$ cat config.mk
export PLATFORM = sky130hd
export DESIGN_NAME = urisc_mem_flat
export DESIGN_NICKNAME = d
export VERILOG_FILES = /design/src/rtl/urisc_mem_if.sv /design/src/rtl/urisc_mem.sv /design/src/flat_wrapper.sv
export SDC_FILE = /design/constraint.sdc
export NUM_CORES = 1
export LEC_CHECK = 0
export CORE_ASPECT_RATIO = 1.25
export CORE_UTILIZATION = 30
export DETAILED_ROUTE_END_ITERATION = 8
export PLACE_DENSITY = 0.5
export SKIP_CTS_REPAIR_TIMING = 1
export SYNTH_ARGS = -nofsm -noshare
export SYNTH_HDL_FRONTEND = slang
export SYNTH_SLANG_ARGS = --single-unit
$ cat constraint.sdc
create_clock -name clk -period 9.6 [get_ports clk]
set_input_delay 1.92 -clock clk [delete_from_list [all_inputs] [get_ports clk]]
set_output_delay 1.92 -clock clk [all_outputs]
set_load 0.02 [all_outputs]
$ cat src/rtl/urisc_mem_if.sv
// rtl/urisc_mem_if.sv - CPU and boot-load bus for the URISC unified memory.
interface urisc_mem_if #(
    parameter int DATA_W = 8,
    parameter int ADDR_W = 8
);
    logic              CS;
    logic              READ;
    logic              WRITE;
    logic [ADDR_W-1:0] ADDRESS;
    logic [DATA_W-1:0] WDATA;
    logic [DATA_W-1:0] RDATA;
    logic              RVALID;
    logic              ERR;
    logic              READY;
    logic              BOOT_EN;
    logic              BOOT_WE;
    logic [ADDR_W-1:0] BOOT_ADDR;
    logic [DATA_W-1:0] BOOT_DATA;

    modport master (
        output CS, READ, WRITE, ADDRESS, WDATA,
        output BOOT_EN, BOOT_WE, BOOT_ADDR, BOOT_DATA,
        input  RDATA, RVALID, ERR, READY
    );

    modport slave (
        input  CS, READ, WRITE, ADDRESS, WDATA,
        input  BOOT_EN, BOOT_WE, BOOT_ADDR, BOOT_DATA,
        output RDATA, RVALID, ERR, READY
    );
endinterface

$ cat src/rtl/urisc_mem.sv
// rtl/urisc_mem.sv - URISC unified memory: self-clearing after reset, boot-load port,
// registered read-first CPU port with range error strobe, and two probe taps.
module urisc_mem #(
    parameter int DATA_W      = 8,
    parameter int ADDR_W      = 8,
    parameter int DEPTH       = 128,
    parameter int PROBE0_ADDR = 35,
    parameter int PROBE1_ADDR = 36
) (
    input  logic              clk,
    input  logic              rst_n,
    urisc_mem_if.slave        bus,
    output logic [DATA_W-1:0] probe0,
    output logic [DATA_W-1:0] probe1
);
    localparam int                IDX_W    = (DEPTH > 1) ? $clog2(DEPTH) : 1;
    localparam logic [ADDR_W:0]   DEPTH_X  = (ADDR_W+1)'(DEPTH);
    localparam logic [IDX_W-1:0]  LAST_IDX = IDX_W'(DEPTH - 1);

    typedef enum logic {CLEAR, RUN} state_t;

    state_t             state_q, state_d;
    logic [IDX_W-1:0]   ptr_q;
    logic [DATA_W-1:0]  mem [DEPTH];

    logic               cpu_ok, cpu_rd, cpu_wr;
    logic               cpu_in_range, boot_in_range;
    logic [IDX_W-1:0]   cpu_idx;
    logic               we;
    logic [IDX_W-1:0]   waddr;
    logic [DATA_W-1:0]  wdata;
    logic [DATA_W-1:0]  rdata_q;
    logic               rvalid_q, err_q;

    assign cpu_in_range  = {1'b0, bus.ADDRESS}   < DEPTH_X;
    assign boot_in_range = {1'b0, bus.BOOT_ADDR} < DEPTH_X;
    assign cpu_idx       = bus.ADDRESS[IDX_W-1:0];

    assign bus.READY = (state_q == RUN) && !bus.BOOT_EN;
    assign cpu_ok    = bus.READY && bus.CS;
    assign cpu_rd    = cpu_ok && bus.READ;
    assign cpu_wr    = cpu_ok && bus.WRITE;

    always_ff @(posedge clk or negedge rst_n) begin
        if (!rst_n) begin
            state_q <= CLEAR;
            ptr_q   <= '0;
        end else begin
            state_q <= state_d;
            if (state_q == CLEAR) begin
                ptr_q <= ptr_q + 1'b1;
            end
        end
    end

    // Single write port: clear sweep, then boot and CPU are exclusive through BOOT_EN.
    always_comb begin
        state_d = state_q;
        we      = 1'b0;
        waddr   = ptr_q;
        wdata   = '0;
        case (state_q)
            CLEAR: begin
                we = 1'b1;
                if (ptr_q == LAST_IDX) begin
                    state_d = RUN;
                end
            end
            RUN: begin
                if (bus.BOOT_EN) begin
                    if (bus.BOOT_WE && boot_in_range) begin
                        we    = 1'b1;
                        waddr = bus.BOOT_ADDR[IDX_W-1:0];
                        wdata = bus.BOOT_DATA;
                    end
                end else if (cpu_wr && cpu_in_range) begin
                    we    = 1'b1;
                    waddr = cpu_idx;
                    wdata = bus.WDATA;
                end
            end
            default: state_d = CLEAR;
        endcase
    end

    always_ff @(posedge clk) begin
        if (we) begin
            mem[waddr] <= wdata;
        end
    end

    // Read-first: the registered read samples mem before this edge's write lands.
    always_ff @(posedge clk or negedge rst_n) begin
        if (!rst_n) begin
            rdata_q  <= '0;
            rvalid_q <= 1'b0;
            err_q    <= 1'b0;
        end else begin
            rvalid_q <= cpu_rd;
            err_q    <= (cpu_rd || cpu_wr) && !cpu_in_range;
            rdata_q  <= (cpu_rd && cpu_in_range) ? mem[cpu_idx] : '0;
        end
    end

    assign bus.RDATA  = rdata_q;
    assign bus.RVALID = rvalid_q;
    assign bus.ERR    = err_q;

    generate
        if (PROBE0_ADDR >= 0 && PROBE0_ADDR < DEPTH) begin : g_probe0
            assign probe0 = (state_q == RUN) ? mem[IDX_W'(PROBE0_ADDR)] : '0;
        end else begin : g_probe0_off
            assign probe0 = '0;
        end
        if (PROBE1_ADDR >= 0 && PROBE1_ADDR < DEPTH) begin : g_probe1
            assign probe1 = (state_q == RUN) ? mem[IDX_W'(PROBE1_ADDR)] : '0;
        end else begin : g_probe1_off
            assign probe1 = '0;
        end
    endgenerate
endmodule
$ cat src/flat_wrapper.sv
// flat-port wrapper written by rule: the top's interface ports become plain ports
module urisc_mem_flat 
#(
    parameter int DATA_W      = 8,
    parameter int ADDR_W      = 8,
    parameter int DEPTH       = 128,
    parameter int PROBE0_ADDR = 35,
    parameter int PROBE1_ADDR = 36
)
  (clk, rst_n, probe0, probe1, bus_CS, bus_READ, bus_WRITE, bus_ADDRESS, bus_WDATA, bus_BOOT_EN, bus_BOOT_WE, bus_BOOT_ADDR, bus_BOOT_DATA, bus_RDATA, bus_RVALID, bus_ERR, bus_READY);
  urisc_mem_if #(.DATA_W(DATA_W), .ADDR_W(ADDR_W)) bus_i ();
  input  logic clk;
  input  logic rst_n;
  output logic [DATA_W-1:0] probe0;
  output logic [DATA_W-1:0] probe1;
  input wire logic [$bits(bus_i.CS)-1:0] bus_CS;
  input wire logic [$bits(bus_i.READ)-1:0] bus_READ;
  input wire logic [$bits(bus_i.WRITE)-1:0] bus_WRITE;
  input wire logic [$bits(bus_i.ADDRESS)-1:0] bus_ADDRESS;
  input wire logic [$bits(bus_i.WDATA)-1:0] bus_WDATA;
  input wire logic [$bits(bus_i.BOOT_EN)-1:0] bus_BOOT_EN;
  input wire logic [$bits(bus_i.BOOT_WE)-1:0] bus_BOOT_WE;
  input wire logic [$bits(bus_i.BOOT_ADDR)-1:0] bus_BOOT_ADDR;
  input wire logic [$bits(bus_i.BOOT_DATA)-1:0] bus_BOOT_DATA;
  output wire logic [$bits(bus_i.RDATA)-1:0] bus_RDATA;
  output wire logic [$bits(bus_i.RVALID)-1:0] bus_RVALID;
  output wire logic [$bits(bus_i.ERR)-1:0] bus_ERR;
  output wire logic [$bits(bus_i.READY)-1:0] bus_READY;
  assign bus_i.CS = bus_CS;
  assign bus_i.READ = bus_READ;
  assign bus_i.WRITE = bus_WRITE;
  assign bus_i.ADDRESS = bus_ADDRESS;
  assign bus_i.WDATA = bus_WDATA;
  assign bus_i.BOOT_EN = bus_BOOT_EN;
  assign bus_i.BOOT_WE = bus_BOOT_WE;
  assign bus_i.BOOT_ADDR = bus_BOOT_ADDR;
  assign bus_i.BOOT_DATA = bus_BOOT_DATA;
  assign bus_RDATA = bus_i.RDATA;
  assign bus_RVALID = bus_i.RVALID;
  assign bus_ERR = bus_i.ERR;
  assign bus_READY = bus_i.READY;
  urisc_mem #(.DATA_W(DATA_W), .ADDR_W(ADDR_W), .DEPTH(DEPTH), .PROBE0_ADDR(PROBE0_ADDR), .PROBE1_ADDR(PROBE1_ADDR)) u_core (.clk(clk), .rst_n(rst_n), .bus(bus_i), .probe0(probe0), .probe1(probe1));
endmodule
# --- Yosys cells after proc, flatten, opt, wreduce, memory -nomap -nowiden ---
# Memories as Yosys holds them, arrays and structs flattened.
# Index checks and enable logic that the tools add are counted.
totals:
  reg_bits: 18
  n_memories: 1
  ram_bits: 1024
  inputBits: 39
memory_table:
  columns: ["memory", "words", "word_bits", "read_ports", "rd_ports_with_merged_regs", "write_ports", "line", "rtl"]
  rows:
  - ["u_core.mem", 128, 8, 3, 0, 1, "urisc_mem.sv:24", "logic [DATA_W-1:0] mem [DEPTH];"]
classes:
  magnitude_cmp: 2
  n_mux: 19
  addsub: 1
  eq_ne: 1
  reduce_logical: 11
  n_bitwise: 1
ops:
  columns: ["cell", "n"]
  rows:
  - ["8-bit 2-to-1 mux", 7]
  - ["7-bit 2-to-1 mux", 4]
  - ["8-bit less-than comparator (second input constant)", 2]
  - ["1-bit logical AND", 8]
  - ["7-bit by 1-bit adder with 7-bit output (second input constant)", 1]
  - ["7-bit equality test (second input constant)", 1]
  - ["1-bit 2-to-1 mux", 7]
  - ["1-bit logical NOT", 2]
  - ["1-bit case mux with 2 select lines", 1]
  - ["1-bit logical OR", 1]
  - ["1-bit inverter", 1]

# --- Longest topological paths before layout ---
depth:
  ltp_word: 10
  mapped_depth: 11
  depth_no_buf: 7

# --- Least setup slack after synthesis ---
# Ideal clock, no wire load.
synth_timing:
  kind: "input to register"
  startpoint: "in bus_BOOT_EN"
  endpoint: "mem u_core.mem[0][5] (data pin)"
  t_arrival_ps: 5969
  stages: 6
  required_time_ps: 8772
  setup_time_ps: 828
  path_buffers: 2
  path_slack_ps: 2804
  cell_sequence: "buf_4 or3b_4 nor2_1 buf_4 a22oi_1 nor2b_1"
synth_via:
  elab_chain_cells: 8
synth_rtl:
  columns: ["item", "line", "rtl"]
  rows:
  - ["start: declaration", "flat_wrapper.sv:21", "input wire logic [$bits(bus_i.BOOT_EN)-1:0] bus_BOOT_EN;"]
  - ["1-bit logical NOT", "urisc_mem.sv:39", "assign bus.READY = (state_q == RUN) && !bus.BOOT_EN;"]
  - ["1-bit logical AND", "urisc_mem.sv:39", null]
  - ["1-bit logical AND", "urisc_mem.sv:40", "assign cpu_ok = bus.READY && bus.CS;"]
  - ["1-bit logical AND", "urisc_mem.sv:42", "assign cpu_wr = cpu_ok && bus.WRITE;"]
  - ["1-bit logical AND", "urisc_mem.sv:76", "end else if (cpu_wr && cpu_in_range) begin"]
  - ["8-bit 2-to-1 mux", "urisc_mem.sv:76", null]
  - ["8-bit 2-to-1 mux *", "urisc_mem.sv:70", "if (bus.BOOT_EN) begin"]
  - ["8-bit 2-to-1 mux *", "urisc_mem.sv:62", "case (state_q)"]
  - ["net u_core.wdata[5]", "urisc_mem.sv:31", "logic [DATA_W-1:0] wdata;"]
  - ["end: declaration", "urisc_mem.sv:24", null]
# Mark *: on every way through the listed nets, which the timed path passes. The rest lies on a longest branch.

# --- Worst setup path in the final report ---
layout_timing:
  startpoint: "in bus_BOOT_EN"
  endpoint: "mem u_core.mem[78][3] (enable)"
layout_via:
  elab_chain_cells: 10
  word_cells_on_any_way: 13
  classes_between: "mux (8); reduce/logical (5)"
layout_rtl:
  columns: ["item", "line", "rtl"]
  rows:
  - ["1-bit logical NOT", "urisc_mem.sv:39", null]
  - ["1-bit logical AND", "urisc_mem.sv:39", null]
  - ["1-bit logical AND", "urisc_mem.sv:40", null]
  - ["1-bit logical AND", "urisc_mem.sv:42", null]
  - ["1-bit logical AND", "urisc_mem.sv:76", null]
  - ["1-bit 2-to-1 mux", "urisc_mem.sv:76", null]
  - ["1-bit 2-to-1 mux", "urisc_mem.sv:70", null]
  - ["1-bit case mux with 2 select lines", "urisc_mem.sv:62", null]
  - ["1-bit 2-to-1 mux", "urisc_mem.sv:87", "if (we) begin"]
  - ["1-bit 2-to-1 mux (implied by the code)", "urisc_mem.sv:88", "mem[waddr] <= wdata;"]
# Parallel ways exist; a longest one is shown, timed or not.

==> run_results.csv <==
group,metric,value,unit
worst_setup_path,path_cells,"clkdlybuf4s50_1 > or3b_4 > nor2_1 > o21ai_0 > o21ai_0 > nand3_2 > nor2_1",
power_and_ir_drop,leakagePower,12.2,nW
synth,synth_edf_count,1024,
power_and_ir_drop,cellPowerDensity,190,nW/um^2
synth,synth.distinct_cells,60,
drt,drc,0,
clocking,clock_latency,0.68,ns
layout,drive_gt1_frac,0.178,
clocking,cts_tree,"built",
drt,routedWlPerCell,28.4,microns
worst_setup_path,worst_path_dominant_cell_family,"simple AND/OR/NAND/NOR gates",
sta,max_freq,161,MHz
worst_setup_path,critPathMaxStageDelay,0.97,ns
sta,rsz0062_at_grt,"false",
worst_setup_path,slowest_stage,"nand3_2",
synth,synth_top_area_share,0.747,
synth,async_flop_share,0.0173,
floorplanning,die_w,333,microns
worst_setup_path,cp.required,9.91,ns
floorplanning,row_count,151,
sta,setup_tns,0,ns
synth,yosysWarnings,0,
power_and_ir_drop,seqPwrFrac,0.549,
power_and_ir_drop,irDropWorstVdd,0.141,mV
synth,synth_area_leaders,"edfxtp_1, mux4_2, mux2i_1",
synth,yosys_register_bits,1042,
run_status,status,"finished, final reports clean",
floorplanning,io_pins,66,
sta,worstMarginPinSlew,1.23,ns
synth,syn_area_per_cell,19.4,sq um
floorplanning,initial_utilization,0.303,
sta,skew,0.0147,ns
global_routing,grt_pass1_vias,21600,
power_and_ir_drop,power.share.combinational,0.024,
power_and_ir_drop,p_sw,0.00181,W
synth,ys_seq_area_frac,0.758,
synth,postSynthCellCount,2126,
global_routing,grt.total_usage,0.165,
clocking,cts_max_level,3,
power_and_ir_drop,power.share.clock,0.427,
placement,dp_hpwl,73100,microns
global_routing,grt_max_degree,114,
sta,min_period,6.22,ns
drt,via_per_inst,5.18,
layout,fillers,12400,
drt,vias,21000,
clocking,cts.root.buffer_cell,"clkbuf_16",
synth,synth_flop_cell,"edfxtp_1",
floorplanning,die_area,139000,sq um
layout,regArea,31200,sq um
floorplanning,die_y,416,microns
global_routing,grt_pass1_wl,162000,microns
clocking,cts.sinks,1042,
worst_hold_path,min_path_type,"flip-flop to flip-flop",
placement,place_area,43900,sq um
placement,place.port_buffers,65,
sta,slew_viol_final,0,
worst_setup_path,cp-end-kind,"flip-flop",
layout,finish.instance_area,47000,sq um
global_routing,antenna_found_initial,3,
layout,fin_nets,2253,
drt,routed_wl,115000,microns
clocking,cts.clk_slew.worst_paths,0.06,ns
synth,synth_most_common_cell,"edfxtp_1",
global_routing,overflow,0,
power_and_ir_drop,p_int,0.00714,W
synth,synthTopCellsByCount,"edfxtp_1, mux4_2, mux2i_1",
worst_setup_path,worstSetupPathType,"primary input to flip-flop",
run,drv_cap,0,
placement,place_congestion,0.920,
floorplanning,coreArea,136000,sq um
layout,area_delta_synth_final,14.2,%
clocking,clockBufferDepth,3,
sta,max_slew_margin,0.175,
drt,dr.pass1.iters,5,
worst_setup_path,critPathLaunchType,"primary input",
synth,synthesis.nets,2166,
layout,multiInputGateArea,9490,sq um
worst_setup_path,worst-path-buf-inv,1,
sta,hold_viol,0,
sta,period_share,0.648,
worst_setup_path,crit_fanout,15,
power_and_ir_drop,switching_share,0.202,
sta,setup_violations,0,
clocking,cts_buffers,95,
drt,ant_nets,0,
synth,synth_largest_area_cell,"edfxtp_1",
drt,drt_iter0_markers,2018,
worst_setup_path,worstPathArrival,6.53,ns
synth,syn_area,41200,sq um
[worst register-to-register path, delay by kind of cell, from the launching register on]
kind,cells,cell delay (ns)
compound gates,2,0.99
buf+inv,1,0.45
flops,1,0.33
simple gates,4,2.96
[final cells by class]
| type | count | share of cell area |
|---|---|---|
| diodes | 2 | 0.000106 |
| clock buffers | 113 | 0.0542 |
| clock inverters | 62 | 0.0121 |
| inverters | 7 | 0.000559 |
| multi-input cells | 964 | 0.202 |
| flip-flops and latches | 1042 | 0.664 |
| well taps | 1759 | 0.0468 |
| repair buffers | 103 | 0.0206 |
[kinds of logic (layout without fill, tap and decap cells)]
logic type | after synthesis | after routing | synth area share
AO/OA/AOI/OAI | 199 | 199 | 0.0347
other | 0 | 2 | 0
buffers and inverters | 120 | 285 | 0.0145
AND/OR/NAND/NOR | 392 | 392 | 0.0454
flip-flops | 1042 | 1042 | 0.758
XOR/XNOR | 6 | 6 | 0.00128
multiplexers | 366 | 366 | 0.146
adder cells (fa/ha/maj) | 1 | 1 | 0.000304
[cell usage in the layout (no fill, tap or decap), types with 14 or more instances in the layout]
cell type and n:
clkbuf_16 99, a22oi_1 92, nand4_1 29, mux2i_1 170, a21oi_1 35, edfxtp_1 1024, nor3_1 20, dfrtp_1 17
buf_4 36, o21ai_0 14, and2_1 20, nand3_1 46, clkdlybuf4s50_1 60, nand2_1 53, clkinv_1 24, nor2b_1 14
mux4_2 187, nor2_1 154
[through the flow]
| stage | hold WS [ns] | worst slack, ns | cells | util | power [W] |
|---|---|---|---|---|---|
| floorplan | 0.479 | 2.80 | 2126 | - | 0.00515 |
| global placement | 0.534 | 2.84 | 3875 | 0.323 | 0.00523 |
| detailed placement | 0.537 | 2.77 | 3875 | 0.323 | 0.00523 |
| CTS | 0.549 | 3.50 | 4050 | 0.346 | 0.00902 |
| global route | 0.558 | 3.16 | 4050 | 0.346 | 0.00918 |
| finish | 0.554 | 3.38 | 4052 | 0.346 | 0.00895 |
[registers in the layout, indices dropped and copies added (netlist names)]
register           count
u_core.bus.RDATA       8
u_core.mem          1024
u_core.state_q         1
u_core.bus.RVALID      1
u_core.bus.ERR         1
u_core.ptr_q           7
[worst paths after layout]
check | start | endpoint | slack (ns) | depth (start not counted)
worst max-delay path | bus_BOOT_EN | u_core.mem[78][3] | 3.38 | 7
worst min-delay path | u_core.ptr_q[6] | u_core.ptr_q[6] | 0.55 | 1
worst max register to register | u_core.state_q | u_core.mem[78][3] | 4.50 | 7
worst min register to register | u_core.ptr_q[6] | u_core.ptr_q[6] | 0.55 | 1
max in group asynchronous | rst_n | u_core.state_q | 6.94 | 1
min in group asynchronous | rst_n | u_core.ptr_q[1] | 1.87 | 1
[power groups by stage]
stage                     Clock (W)  Sequential [W]  Combinational, W
after floorplan                   0         0.00501          0.000140
after global placement            0         0.00501          0.000212
after detailed placement          0         0.00501          0.000214
after CTS                   0.00389         0.00492          0.000214
after global routing        0.00405         0.00491          0.000222
final                       0.00382         0.00492          0.000212
[routing by layer]
metal | up-vias | routed length [microns] | global-route usage
met5 | - | 0 | 0
met4 | 0 | 5360 | 0.0786
met3 | 217 | 6490 | 0.0235
met2 | 884 | 57400 | 0.280
met1 | 11000 | 45800 | 0.207
li1 | 8888 | - | -
No activity file was read; power rests on OpenSTA's default activity.
